### config.mk
export PLATFORM = sky130hd
export DESIGN_NAME = fu_issue_scheduler
export DESIGN_NICKNAME = d
export VERILOG_FILES = /design/src/rtl/riscv_sched_pkg.sv /design/src/rtl/fu_issue_scheduler_rr_pick.sv /design/src/rtl/fu_issue_scheduler.sv
export SDC_FILE = /design/constraint.sdc
export NUM_CORES = 1
export LEC_CHECK = 0
export ABC_CLOCK_PERIOD_IN_PS = 13400
export CORE_MARGIN = 8
export CORE_UTILIZATION = 65
export DETAILED_ROUTE_END_ITERATION = 7
export PLACE_DENSITY_LB_ADDON = 0.2
export SYNTH_ARGS = -nofsm -noshare
export SYNTH_HDL_FRONTEND = slang
export SYNTH_HIERARCHICAL = 1
export SYNTH_SLANG_ARGS = --single-unit
### constraint.sdc
create_clock -name clk_i -period 13.4 [get_ports clk_i]
set_input_delay 1.34 -clock clk_i [delete_from_list [all_inputs] [get_ports clk_i]]
set_output_delay 1.34 -clock clk_i [all_outputs]
set_load 0.01 [all_outputs]
### src/rtl/riscv_sched_pkg.sv
// Shared scheduler types and constants for dispatch/issue and the FU issue scheduler.
package riscv_sched_pkg;
    localparam logic FU_ALU      = 1'b0;
    localparam logic FU_MEM      = 1'b1;
    localparam int   NUM_ALU_FUS = 2;
    localparam int   NUM_MEM_FUS = 1;

    typedef enum logic {FU_TYPE_ALU = 1'b0, FU_TYPE_MEM = 1'b1} fu_type_t;
    typedef enum logic {IDLE = 1'b0, BUSY = 1'b1} mem_fsm_t;
endpackage

### src/rtl/fu_issue_scheduler_rr_pick.sv
// Rotating find-first-set: first set bit of req at or above ptr, wrapping mod N.
module rr_pick #(
    parameter  int N = 16,
    localparam int W = $clog2(N)
) (
    input  logic [N-1:0] req,
    input  logic [W-1:0] ptr,
    output logic         hit,
    output logic [W-1:0] idx
);
    logic [W-1:0] cand;

    // Walk offsets high to low so the smallest offset from ptr wins.
    always_comb begin
        hit  = 1'b0;
        idx  = '0;
        cand = '0;
        for (int i = N - 1; i >= 0; i--) begin
            cand = ptr + W'(i);
            if (req[cand]) begin
                hit = 1'b1;
                idx = cand;
            end
        end
    end
endmodule

### src/rtl/fu_issue_scheduler.sv
// Issues up to two ALU ops and one MEM op per cycle from the RS array, round-robin per class.
// Optional FU_ISSUE_STATS_EN adds saturating issue/stall counters.
module fu_issue_scheduler
    import riscv_sched_pkg::*;
#(
    parameter  int NUM_RS_ROWS = 16,
    localparam int ROW_W       = $clog2(NUM_RS_ROWS)
) (
    input  logic                   clk_i,
    input  logic                   rst_i,
    input  logic [NUM_RS_ROWS-1:0] rs_use_i,
    input  logic [NUM_RS_ROWS-1:0] rs_ready_i,
    input  logic [NUM_RS_ROWS-1:0] rs_fu_type_i,
    input  logic                   alu_stall_i,
    input  logic                   mem_done_i,
    output logic                   alu0_issue_o,
    output logic [ROW_W-1:0]       alu0_row_o,
    output logic                   alu1_issue_o,
    output logic [ROW_W-1:0]       alu1_row_o,
    output logic                   mem_issue_o,
    output logic [ROW_W-1:0]       mem_row_o,
    output logic [NUM_RS_ROWS-1:0] rs_clear_o,
    output logic                   mem_busy_o
`ifdef FU_ISSUE_STATS_EN
    ,
    output logic [31:0]            stat_alu_issued_o,
    output logic [31:0]            stat_mem_issued_o,
    output logic [31:0]            stat_stall_cycles_o
`endif
);
    localparam int N = NUM_RS_ROWS;

    logic [N-1:0]     elig, alu_req, alu_req1, mem_req, clear_next;
    logic             alu_hit0, alu_hit1, mem_hit;
    logic [ROW_W-1:0] alu_idx0, alu_idx1, mem_idx;
    logic [ROW_W-1:0] alu_ptr, mem_ptr;
    logic             alu_go0, alu_go1, mem_go;
    mem_fsm_t         mem_state;

    // Rows granted last cycle are still visible in the RS until the coming edge.
    assign elig     = rs_use_i & rs_ready_i & ~rs_clear_o;
    assign alu_req  = elig & ~rs_fu_type_i;
    assign mem_req  = elig & rs_fu_type_i;
    assign alu_req1 = alu_req & ~(N'(1) << alu_idx0);

    rr_pick #(.N(N)) u_pick_alu0 (.req(alu_req),  .ptr(alu_ptr), .hit(alu_hit0), .idx(alu_idx0));
    rr_pick #(.N(N)) u_pick_alu1 (.req(alu_req1), .ptr(alu_ptr), .hit(alu_hit1), .idx(alu_idx1));
    rr_pick #(.N(N)) u_pick_mem  (.req(mem_req),  .ptr(mem_ptr), .hit(mem_hit),  .idx(mem_idx));

    assign alu_go0 = alu_hit0 & ~alu_stall_i;
    assign alu_go1 = alu_hit1 & ~alu_stall_i;
    assign mem_go  = mem_hit & (mem_state == IDLE);

    always_comb begin
        clear_next = '0;
        if (alu_go0) clear_next[alu_idx0] = 1'b1;
        if (alu_go1) clear_next[alu_idx1] = 1'b1;
        if (mem_go)  clear_next[mem_idx]  = 1'b1;
    end

    always_ff @(posedge clk_i) begin
        if (rst_i) begin
            alu0_issue_o <= 1'b0;
            alu0_row_o   <= '0;
            alu1_issue_o <= 1'b0;
            alu1_row_o   <= '0;
            mem_issue_o  <= 1'b0;
            mem_row_o    <= '0;
            rs_clear_o   <= '0;
            alu_ptr      <= '0;
            mem_ptr      <= '0;
            mem_state    <= IDLE;
        end else begin
            alu0_issue_o <= alu_go0;
            alu0_row_o   <= alu_go0 ? alu_idx0 : '0;
            alu1_issue_o <= alu_go1;
            alu1_row_o   <= alu_go1 ? alu_idx1 : '0;
            mem_issue_o  <= mem_go;
            mem_row_o    <= mem_go ? mem_idx : '0;
            rs_clear_o   <= clear_next;
            if (alu_go1)      alu_ptr <= alu_idx1 + ROW_W'(1);
            else if (alu_go0) alu_ptr <= alu_idx0 + ROW_W'(1);
            case (mem_state)
                IDLE: if (mem_go) begin
                    mem_state <= BUSY;
                    mem_ptr   <= mem_idx + ROW_W'(1);
                end
                BUSY: if (mem_done_i) mem_state <= IDLE;
                default: mem_state <= IDLE;
            endcase
        end
    end

    assign mem_busy_o = (mem_state == BUSY);

`ifdef FU_ISSUE_STATS_EN
    logic [32:0] alu_sum, mem_sum, stall_sum;

    assign alu_sum   = {1'b0, stat_alu_issued_o} + 33'(alu_go0) + 33'(alu_go1);
    assign mem_sum   = {1'b0, stat_mem_issued_o} + 33'(mem_go);
    assign stall_sum = {1'b0, stat_stall_cycles_o} + 33'((|elig) & ~(alu_go0 | mem_go));

    always_ff @(posedge clk_i) begin
        if (rst_i) begin
            stat_alu_issued_o   <= '0;
            stat_mem_issued_o   <= '0;
            stat_stall_cycles_o <= '0;
        end else begin
            stat_alu_issued_o   <= alu_sum[32]   ? '1 : alu_sum[31:0];
            stat_mem_issued_o   <= mem_sum[32]   ? '1 : mem_sum[31:0];
            stat_stall_cycles_o <= stall_sum[32] ? '1 : stall_sum[31:0];
        end
    end
`endif
endmodule
==> reports/metrics.csv <==
metric;value;unit
core_area;13770;µm²
grt_pass1_vias;8684;
async_flop_share;0;%
fp.dieArea;18010;µm²
crit_start;rs_use_i[13];
syn_area;9080;µm²
portBuffers;83;
cts_tree;built;
timing.final.crit_period;9.539;ns
total_power;2.857;mW
die_y;134.2;µm
drt_iter0_drc;1201;
viasPerCell;7.427;
slew_viol_final;0;
grt_util_all_layers;31.62;%
grt_overflow;0;
ys_seq_area_share;8.819;%
gp_congestion;0.9693;
num_rows;43;
antenna_found_initial;0;
grt-busiest-layer;met2;
dp_hpwl;22.41;mm
fill_cells;1075;
gr-usage-met3;7.704;%
drt-wirelength-per-cell;23.76;µm
final_common_cell;nand2_1;
synth_edf_count;0;
ant_nets;0;
fp.dieW;134.2;µm
synth_top_cell_by_area;mux4_2;
p_per_area;283.9;nW/µm²
worstPathMaxFanout;14;
hold_slack;0.5520;ns
synth_cell_type_count;69;
grt_max_degree;58;
cap_violations;0;
ctsHtreeMaxLevel;2;
final_area;10060;µm²
fin_worst_skew;0.004256;ns
most-common-layout-cells;94 x nand2_1, 83 x clkdlybuf4s50_1, 82 x nor2_1, 82 x mux2i_1, 54 x mux4_2;
cts_buffers;5;
synthesis.instances;1028;
status;finished, final reports clean;
layout.nets;1151;
clock_latency;0.29;ns
startpoint_type;input pin;
drc_errors;0;
tightestPinTransition;1.462;ns
leakagePower;3.722;nW
synthTopCellsByArea;mux4_2 13%, mux2i_1 9.0%, dfxtp_1 8.8%, mux4_1 6.9%, mux2_2 6.4%;
hold_buffers;0;
tns;0;ns
vias;9313;
post_cts_buffers;0;
grt_pass1_wl;46.49;mm
min_path_cells;2;
finalHoldViolations;0;
critPathArrivalTime;9.75;ns
synthFlopType;dfxtp_1;
cts.sinks;40;
path_clk_slew;0.06;ns
endpoint_kind;flip-flop;
rrSetupSlack;3.94;ns
ys_ff_latch;40;
multiInputGateArea;7806;µm²
timing.fmax;104.8;MHz
crit_type;in2reg;
use_met2;49.68;%
synth_top_area_share;13.39;%
io_pins;84;
rr_worst_depth;21;
drive_gt1_share;17.13;%
min_period_over_period;71.19;%
worstSetupEndpoint;rs_clear_o[5];
clockBufferDepth;2;
cp.required;13.61;ns
drt-total-wl;29.80;mm
met1_usage;40.62;%
hold_path_class;reg2reg;
rsz0062_at_grt;no;
setup_viol_count_final;0;
slew_headroom;2.098;%
r2r_start;alu_ptr[0];
reg2reg_to;rs_clear_o[5];
syn_to_final_growth;10.82;%
cts-root-buf;clkbuf_16;
diodes;0;
seq_area;805.8;µm²
cts-resized-gates;0;
dr.pass1.iters;8;
synth_nets;1106;
ys_warn_count;6;
start_util;65.92;%
dpl_cell_area;9889;µm²
ir_worst_vdd;0.2385;mV
syn-mean-instance-area;8.833;µm²
[routing by layer]
layer / vias up / part of all wire [%]
li1: 4117 / -
met1: 4416 / 38
met2: 674 / 47
met3: 106 / 11
met4: 0 / 4.0
met5: - / 0
[worst max-delay path, stage by stage]
cell and delay (ns):
clkdlybuf4s50_1 0.46, nand2_1 0.07, nor3_1 0.89, mux4_2 0.47, mux2i_1 0.14, mux2i_1 0.46, a211oi_1 0.10, o31ai_1 0.25
o211ai_1 0.12, a31oi_1 1.04, nor2b_1 0.38, a21boi_0 0.30, mux4_2 0.52, mux2_2 0.32, mux2i_1 0.53, o21ai_0 0.20
o211ai_1 0.20, o21ai_1 0.11, o31ai_1 0.85, nor3b_1 0.56, a222oi_1 0.23, nor2_1 0.17
[sequential cells by signal, indices dropped and copies added (netlist names), 4 cells and up]
signal,flops
alu1_row_o,4
mem_row_o,4
rs_clear_o,16
mem_ptr,4
alu_ptr,4
alu0_row_o,4
[report_power, final]
group | internal [mW] | total [mW] | switching [mW]
combinational | 0.981 | 2.52 | 1.54
clock | 0.0884 | 0.139 | 0.0501
sequential | 0.162 | 0.202 | 0.0402
total | 1.23 | 2.86 | 1.63
[metrics by stage]
step | util [%] | cells | setup WS [ns]
detailed placement | 71.80 | 1246 | 3.995
CTS | 73.06 | 1254 | 4.210
global route | 73.06 | 1254 | 3.483
floorplan | - | 1028 | 6.121
global placement | 71.80 | 1246 | 4.271
finish | 73.06 | 1254 | 3.861
[cell families (layout without fill, tap and decap cells)]
logic type	Yosys count	in the layout	synth area share, %
simple gates	340	340	18.36
compound gates	267	267	20.56
mux	228	228	38.89
buf+inv	91	137	5.209
flops	40	40	8.819
xor+xnor	36	36	4.589
fa+ha+maj	26	26	3.583
[synth_stat cells (7+ instances only)]
master	instances
nand2_1	94
mux2i_1	82
nor2_1	82
mux4_2	54
mux2_2	52
o21ai_0	51
a21oi_1	48
dfxtp_1	40
nor3_1	34
inv_1	28
ha_1	26
mux4_1	24
clkbuf_1	23
nand3_1	23
nor3b_1	22
o211ai_1	21
xnor2_1	17
and2_1	16
a31oi_1	15
nand2b_1	15
o21a_1	13
a21boi_0	12
buf_2	12
a22oi_1	11
nor2b_1	11
and3_1	10
xor2_1	10
a222oi_1	9
o21ai_1	9
o31ai_1	9
a32oi_1	8
nand4_1	8
buf_6	7
o31a_1	7
[layout make-up]
type,count,share of cell area (%)
clock buffers,5,1.243
clock inverters,3,0.4725
inverters,34,1.306
multi-input cells,897,77.58
flip-flops and latches,40,8.008
well taps,180,2.238
repair buffers,95,9.152
[worst min-delay path by stage]
stage	start	end
after CTS	mem_busy_o	mem_busy_o
after global placement	mem_busy_o	mem_busy_o
final	mem_busy_o	mem_busy_o
after floorplan	mem_ptr[3]	mem_ptr[3]
after global routing	mem_busy_o	mem_busy_o
after detailed placement	mem_busy_o	mem_busy_o
(Power assumes the default switching activity.)
